===== src/rtl/vga_timing_pkg.sv =====
// Shared VGA raster constants and a small window-decode helper used by the
// scan timer and its counters.
package vga_timing_pkg;

  localparam int unsigned X_W = 11;
  localparam int unsigned Y_W = 10;

  localparam int unsigned H_TOTAL      = 1344;
  localparam int unsigned H_SYNC_START = 1048;
  localparam int unsigned H_SYNC_END   = 1184;

  localparam int unsigned V_SYNC_START = 771;
  localparam int unsigned V_SYNC_END   = 777;
  localparam int unsigned V_LAST_SHORT = 797;
  localparam int unsigned V_LAST_LONG  = 803;

  // Half-open window test: lo <= v < hi.
  function automatic logic in_window(input logic [X_W-1:0] v,
                                     input logic [X_W-1:0] lo,
                                     input logic [X_W-1:0] hi);
    return (v >= lo) && (v < hi);
  endfunction

endpackage


===== src/rtl/vga_axis_counter.sv =====
// Wrapping raster axis counter: advances on carry_in, wraps to 0 once at or
// beyond the (run-time selectable) last value.
module vga_axis_counter #(
  parameter int unsigned WIDTH = 11
) (
  input  logic             clk,
  input  logic             rst_n,
  input  logic             carry_in,
  input  logic [WIDTH-1:0] last,
  output logic [WIDTH-1:0] count,
  output logic [WIDTH-1:0] count_next,
  output logic             tc
);

  logic [WIDTH-1:0] count_q;
  logic [WIDTH-1:0] count_d;

  // ">=" rather than "==" so a shrinking last value can never strand the count.
  assign tc = (count_q >= last);

  always_comb begin
    count_d = count_q;
    if (!rst_n) begin
      count_d = '0;
    end else if (carry_in) begin
      count_d = tc ? '0 : count_q + WIDTH'(1);
    end
  end

  always_ff @(posedge clk) begin
    count_q <= count_d;
  end

  assign count      = count_q;
  assign count_next = count_d;

endmodule


===== src/rtl/vga_scan_timer.sv =====
// VGA scan timer: raster counters, sync/blank/retrace decode and a sticky
// hblank/vblank interrupt, all registered and aligned with x/y.
module vga_scan_timer
  import vga_timing_pkg::*;
#(
  parameter int unsigned H_VISIBLE = 1024,
  parameter int unsigned H_NARROW  = 960,
  parameter int unsigned V_VISIBLE = 768
) (
  input  logic           clk,
  input  logic           rst_n,
  input  logic           cli,
  input  logic           enable_interrupt_on_hblank,
  input  logic           enable_interrupt_on_vblank,
  input  logic           narrow_960,
  input  logic           long_frame,
  output logic [X_W-1:0] x,
  output logic [Y_W-1:0] y,
  output logic           hsync,
  output logic           vsync,
  output logic           blank,
  output logic           retrace,
  output logic           interrupt
);

  localparam logic [X_W-1:0] X_LAST       = X_W'(H_TOTAL - 1);
  localparam logic [X_W-1:0] HS_START     = X_W'(H_SYNC_START);
  localparam logic [X_W-1:0] HS_END       = X_W'(H_SYNC_END);
  localparam logic [X_W-1:0] VS_START     = X_W'(V_SYNC_START);
  localparam logic [X_W-1:0] VS_END       = X_W'(V_SYNC_END);
  localparam logic [X_W-1:0] X_WIDE       = X_W'(H_VISIBLE);
  localparam logic [X_W-1:0] X_NARROW     = X_W'(H_NARROW);
  localparam logic [Y_W-1:0] Y_VISIBLE    = Y_W'(V_VISIBLE);
  localparam logic [Y_W-1:0] Y_LAST_SHORT = Y_W'(V_LAST_SHORT);
  localparam logic [Y_W-1:0] Y_LAST_LONG  = Y_W'(V_LAST_LONG);

  logic [X_W-1:0] x_q, x_d;
  logic [Y_W-1:0] y_q, y_d;
  logic           h_tc;
  logic           v_tc_unused;
  logic [Y_W-1:0] v_last;
  logic [X_W-1:0] hblank_x;
  logic           hblank_ev;
  logic           vblank_ev;

  logic hsync_q, hsync_d;
  logic vsync_q, vsync_d;
  logic blank_q, blank_d;
  logic retrace_q, retrace_d;
  logic interrupt_q, interrupt_d;

  assign v_last = long_frame ? Y_LAST_LONG : Y_LAST_SHORT;

  vga_axis_counter #(.WIDTH(X_W)) u_h_counter (
    .clk        (clk),
    .rst_n      (rst_n),
    .carry_in   (1'b1),
    .last       (X_LAST),
    .count      (x_q),
    .count_next (x_d),
    .tc         (h_tc)
  );

  vga_axis_counter #(.WIDTH(Y_W)) u_v_counter (
    .clk        (clk),
    .rst_n      (rst_n),
    .carry_in   (h_tc),
    .last       (v_last),
    .count      (y_q),
    .count_next (y_d),
    .tc         (v_tc_unused)
  );

  // Decode from the next-state counters so each registered flag lands in
  // the same cycle as the x/y it describes.
  always_comb begin
    hblank_x    = narrow_960 ? X_NARROW : X_WIDE;
    hblank_ev   = enable_interrupt_on_hblank && (y_d < Y_VISIBLE) && (x_d == hblank_x);
    vblank_ev   = enable_interrupt_on_vblank && (x_d == '0) && (y_d == Y_VISIBLE);
    hsync_d     = ~in_window(x_d, HS_START, HS_END);
    vsync_d     = ~in_window({1'b0, y_d}, VS_START, VS_END);
    blank_d     = (y_d >= Y_VISIBLE) || (x_d >= hblank_x);
    retrace_d   = (x_d == X_LAST);
    interrupt_d = hblank_ev || vblank_ev || (interrupt_q && !cli);
    if (!rst_n) begin
      hsync_d     = 1'b1;
      vsync_d     = 1'b1;
      blank_d     = 1'b0;
      retrace_d   = 1'b0;
      interrupt_d = 1'b0;
    end
  end

  always_ff @(posedge clk) begin
    hsync_q     <= hsync_d;
    vsync_q     <= vsync_d;
    blank_q     <= blank_d;
    retrace_q   <= retrace_d;
    interrupt_q <= interrupt_d;
  end

  assign x         = x_q;
  assign y         = y_q;
  assign hsync     = hsync_q;
  assign vsync     = vsync_q;
  assign blank     = blank_q;
  assign retrace   = retrace_q;
  assign interrupt = interrupt_q;

endmodule


===== config.mk =====
export PLATFORM = sky130hd
export DESIGN_NAME = vga_scan_timer
export DESIGN_NICKNAME = d
export VERILOG_FILES = /design/src/rtl/vga_timing_pkg.sv /design/src/rtl/vga_axis_counter.sv /design/src/rtl/vga_scan_timer.sv
export SDC_FILE = /design/constraint.sdc
export NUM_CORES = 1
export LEC_CHECK = 0
export ABC_AREA = 1
export CORE_MARGIN = 3
export CORE_UTILIZATION = 55
export DETAILED_ROUTE_END_ITERATION = 8
export GPL_TIMING_DRIVEN = 0
export PLACE_DENSITY = 0.86
export SLEW_MARGIN = 20
export SYNTH_ARGS = -nofsm -noshare
export SYNTH_HDL_FRONTEND = slang
export SYNTH_SLANG_ARGS = --single-unit

===== constraint.sdc =====
create_clock -name clk -period 3.7 [get_ports clk]
set_input_delay 0.555 -clock clk [delete_from_list [all_inputs] [get_ports clk]]
set_output_delay 0.555 -clock clk [all_outputs]
set_load 0.005 [all_outputs]

==> reports/summary.md <==
The run finished with clean final reports. Routability-driven placement finished with a final weighted congestion of 0.9149. The HPWL after detailed placement is 3636 um. Site row count: 21. Setup repair after global routing left no endpoint under its margin.

The detail route stage leaves a number of antenna-violating nets equal to 0. In the routed layout, each cell is associated on average with a via count of 5.294. The adder and majority cell fraction of the synthesized area was 0.07463; the async set-reset flop share out of synthesis was 0. For the footprint of the flip-flops and latches, the log shows 520.5 um2.

The number of enable-type register cells in the synthesized netlist works out to 0. The logs give 1850 for the number of global-route vias before repair and 294 for the cell count after synthesis. TritonCTS built the clock tree.

Static timing analysis puts the maximum clock frequency at 383.3 MHz. The max-slew violation count is 0. Overall routing resource usage: 0.2347. Post-CTS timing repair inserted 0 buffers for setup.

In this run the deepest clock path goes through 2 buffers. At the placement stage, the worst setup path has a slack of 0.8206 ns. In this run the static leakage power is 1.219 nW. The total of warnings raised by yosys is 0, and the maximum clock skew at final layout is 0.001827 ns. The die width was 66.48 um. By area, the combinational part of the netlist is dominated by simple AND/OR/NAND/NOR gates.

The proportion of power drawn by the clock network came out at 0.329. The run gives 1255 um2 as the area occupied by multi-input gates. For the max capacitance violation total, the log shows 0. The logs give 3 for the number of buffers created by CTS and 4420 um2 for the full die area. The run gives 14 as the largest net degree at the start of global routing. The critical path class is primary input to flip-flop. The logs give 1 for the number of H-tree branching levels and 2380 um2 for the area of placed instances.

The power share of the combinational group came out at 0.095. For the setup TNS after final layout, the log shows 0 ns. STA classifies the critical path startpoint as a primary input. The count of buffers added on input and output ports is 31.

The detailed-routing iteration count for the pre-antenna-repair pass came out at 4. Fraction of synthesized cell area taken by the top area cell type: 0.2587. The portion of the post-synthesis area used by sequential elements is 0.2587, and the number of antenna repair diodes is 0.

Along the worst path, the maximum fanout reaches 5. The run gives 0.27 ns as the clock insertion delay at the later pin of the skew report. After synthesis, the mean cell area works out to 6.843 um2. The routed layout has 1980 vias. After synthesis the netlist holds a flip-flop and latch count of 26. Setup violation total in the final timing report: 0. The switching portion of total power is 0.2396. Fill cells in the final layout number 290.

The die height is 66.48 um, and the fraction of power consumed by sequential logic is 0.576. The net count of the finished layout is 349. The post-route DRC violation count was 0. Summing every instance area after synthesis gives 2012 um2. For the final number of hold-violating endpoints, the log shows 0. The logs give 0.5845 for the starting density of the core and 3.86 ns for the required time at the worst-slack endpoint. The synthesized design spends more area on one cell type than any other, namely sky130_fd_sc_hd__dfxtp_1. The logs give 0.3774 mW for the internal portion of total power and 0 for the overall overflow remaining after global route. Simple-gate area share of the yosys netlist: 0.4602.

The first global-routing pass estimated 8031 um of wire. The tree is rooted in a sky130_fd_sc_hd__clkbuf_8. The region available for standard cell placement spans 3442 um2. Clock-pin slew was measured on the worst setup and hold paths at 0.09 ns. At the pin with the least slew margin, the transition time is 0.4237 ns. The fraction of the mapped netlist area in compound gates is 0.06716.

When the netlist entered floorplanning its net count stood at 313. After detailed routing, the total wire length is 4643 um. In this run the worst hold path is classified as flip-flop to flip-flop. The number of I/O pins was 33; the number of clock sinks was 26. Sorting the synthesized cells by how often they occur yields sky130_fd_sc_hd__nand2_1, sky130_fd_sc_hd__inv_1, sky130_fd_sc_hd__nor2_1. The cell area after layout was 2421 um2. The switching power summed over all nets was 0.1189 mW; the fraction of the cycle the final worst path needs was 0.7050.

Compared with the post-synthesis result, the final layout area differs by 20.34%. Parity-gate share of the synthesized area counting xor and xnor cells: 0.02177. In the post-synthesis netlist, the biggest area contributors are sky130_fd_sc_hd__dfxtp_1, sky130_fd_sc_hd__nand2_1, sky130_fd_sc_hd__inv_1. The routed design could run at a clock period as short as 2.609 ns. The initial antenna violation count is 0. After synthesis, the netlist uses 34 different library cells.

For this design the ratio of total power to cell area is 205.0 nW/um2. The share of final-layout standard cells stronger than drive strength 1 is 0.1402, and the count of hold buffers inserted by post-cts repair is 0. The multiplexer area fraction after synthesis was 0. In the synthesized netlist the dominant register cell turns out to be sky130_fd_sc_hd__dfxtp_1. In the final routed layout, each cell accounts on average for 12.41 um. Gates resized during post-CTS repair numbered 0.

sky130_fd_sc_hd__nand2_1 is the most common cell in the netlist. The first routing iteration left 159 violations. The worst setup path is captured at a flip-flop.

The max-slew headroom at the worst pin is 0.7175, and the critical path data arrival time is 2.77 ns. The worst-case IR drop observed on VDD is 168.3 uV. Once routing completed, OpenROAD measured the worst setup slack at 1.091 ns.
## registers in the layout, indices dropped and copies added, names as in the netlist
| name | flops |
|---|---|
| hsync | 1 |
| retrace | 1 |
| interrupt | 1 |
| u_v_counter.count | 10 |
| vsync | 1 |
| u_h_counter.count | 11 |
| blank | 1 |
## cell type report
| cell class | count | area share |
|---|---|---|
| well taps | 46 | 0.02377 |
| clock buffers | 3 | 0.01705 |
| repair buffers | 31 | 0.1282 |
| multi-input cells | 212 | 0.5183 |
| inverters | 51 | 0.07907 |
| plain buffers | 5 | 0.01860 |
| flip-flops and latches | 26 | 0.2150 |
## worst max-delay path, cell delays in order
cell and delay (ns):
sky130_fd_sc_hd__clkdlybuf4s50_1 0.54, sky130_fd_sc_hd__inv_1 0.08, sky130_fd_sc_hd__ha_1 0.29, sky130_fd_sc_hd__nand2_1 0.08
sky130_fd_sc_hd__inv_1 0.04, sky130_fd_sc_hd__nand2_1 0.05, sky130_fd_sc_hd__nand2_1 0.05, sky130_fd_sc_hd__nand2_1 0.14
sky130_fd_sc_hd__nand3_1 0.24, sky130_fd_sc_hd__o21ai_2 0.20, sky130_fd_sc_hd__nand3_2 0.11, sky130_fd_sc_hd__nor2_4 0.14
sky130_fd_sc_hd__inv_1 0.06, sky130_fd_sc_hd__nor2_1 0.10, sky130_fd_sc_hd__nand3_1 0.08
## cells in the final DEF, fill, tap and decap left out, types with 3 or more instances in the layout
master,count
sky130_fd_sc_hd__nand3_2,10
sky130_fd_sc_hd__inv_1,48
sky130_fd_sc_hd__clkbuf_8,3
sky130_fd_sc_hd__nand4_1,14
sky130_fd_sc_hd__o21ai_2,4
sky130_fd_sc_hd__xor2_1,5
sky130_fd_sc_hd__nand3_1,19
sky130_fd_sc_hd__nor2_4,6
sky130_fd_sc_hd__o21ai_0,3
sky130_fd_sc_hd__dfxtp_1,26
sky130_fd_sc_hd__a21oi_1,5
sky130_fd_sc_hd__nand2_2,6
sky130_fd_sc_hd__o21ai_1,3
sky130_fd_sc_hd__nand3b_1,3
sky130_fd_sc_hd__nand4_2,3
sky130_fd_sc_hd__nand2_1,76
sky130_fd_sc_hd__clkdlybuf4s50_1,31
sky130_fd_sc_hd__ha_1,12
sky130_fd_sc_hd__nor2_1,29
## routing by layer
layer | track usage | wire, um | share of wire
met5 | 0 | 0 | 0
met4 | 0.09898 | 87 | 0.019
met2 | 0.3656 | 2091 | 0.45
met3 | 0.03541 | 300 | 0.065
met1 | 0.3202 | 2164 | 0.47
## power groups by stage
stage | logic, mW | registers, mW | clock network (mW)
after floorplan | 0.0285 | 0.292 | 0
after global placement | 0.0456 | 0.292 | 0
after detailed placement | 0.0469 | 0.293 | 0
after CTS | 0.0472 | 0.286 | 0.167
after global routing | 0.0523 | 0.286 | 0.178
final | 0.0470 | 0.286 | 0.163
## logic make-up (layout without fill, tap and decap cells)
group           count (synthesis)  after routing
simple gates                  175            175
xor+xnor                        5              5
compound gates                 20             20
buf+inv                        56             90
flops                          26             26
fa+ha+maj                      12             12
## final timing paths
path	slack [ns]	from	cells past startpoint	to
setup / recovery	1.09	long_frame	15	vsync$_SDFF_PN1_
hold / removal	0.51	u_h_counter.count[0]$_DFF_P_	1	u_h_counter.count[0]$_DFF_P_
setup reg to reg	1.19	u_h_counter.count[0]$_DFF_P_	18	interrupt$_SDFF_PN0_
hold reg to reg	0.51	u_h_counter.count[0]$_DFF_P_	1	u_h_counter.count[0]$_DFF_P_
## stage by stage
step | utilization | cells | power (mW) | hold WS, ns
floorplan | - | 294 | 0.3209 | 0.4772
global placement | 0.6914 | 371 | 0.3378 | 0.4913
detailed placement | 0.6914 | 371 | 0.3395 | 0.4940
CTS | 0.7034 | 374 | 0.4999 | 0.5160
global route | 0.7034 | 374 | 0.5169 | 0.5406
finish | 0.7034 | 374 | 0.4963 | 0.5147
No activity file was read; power rests on OpenSTA's default activity.
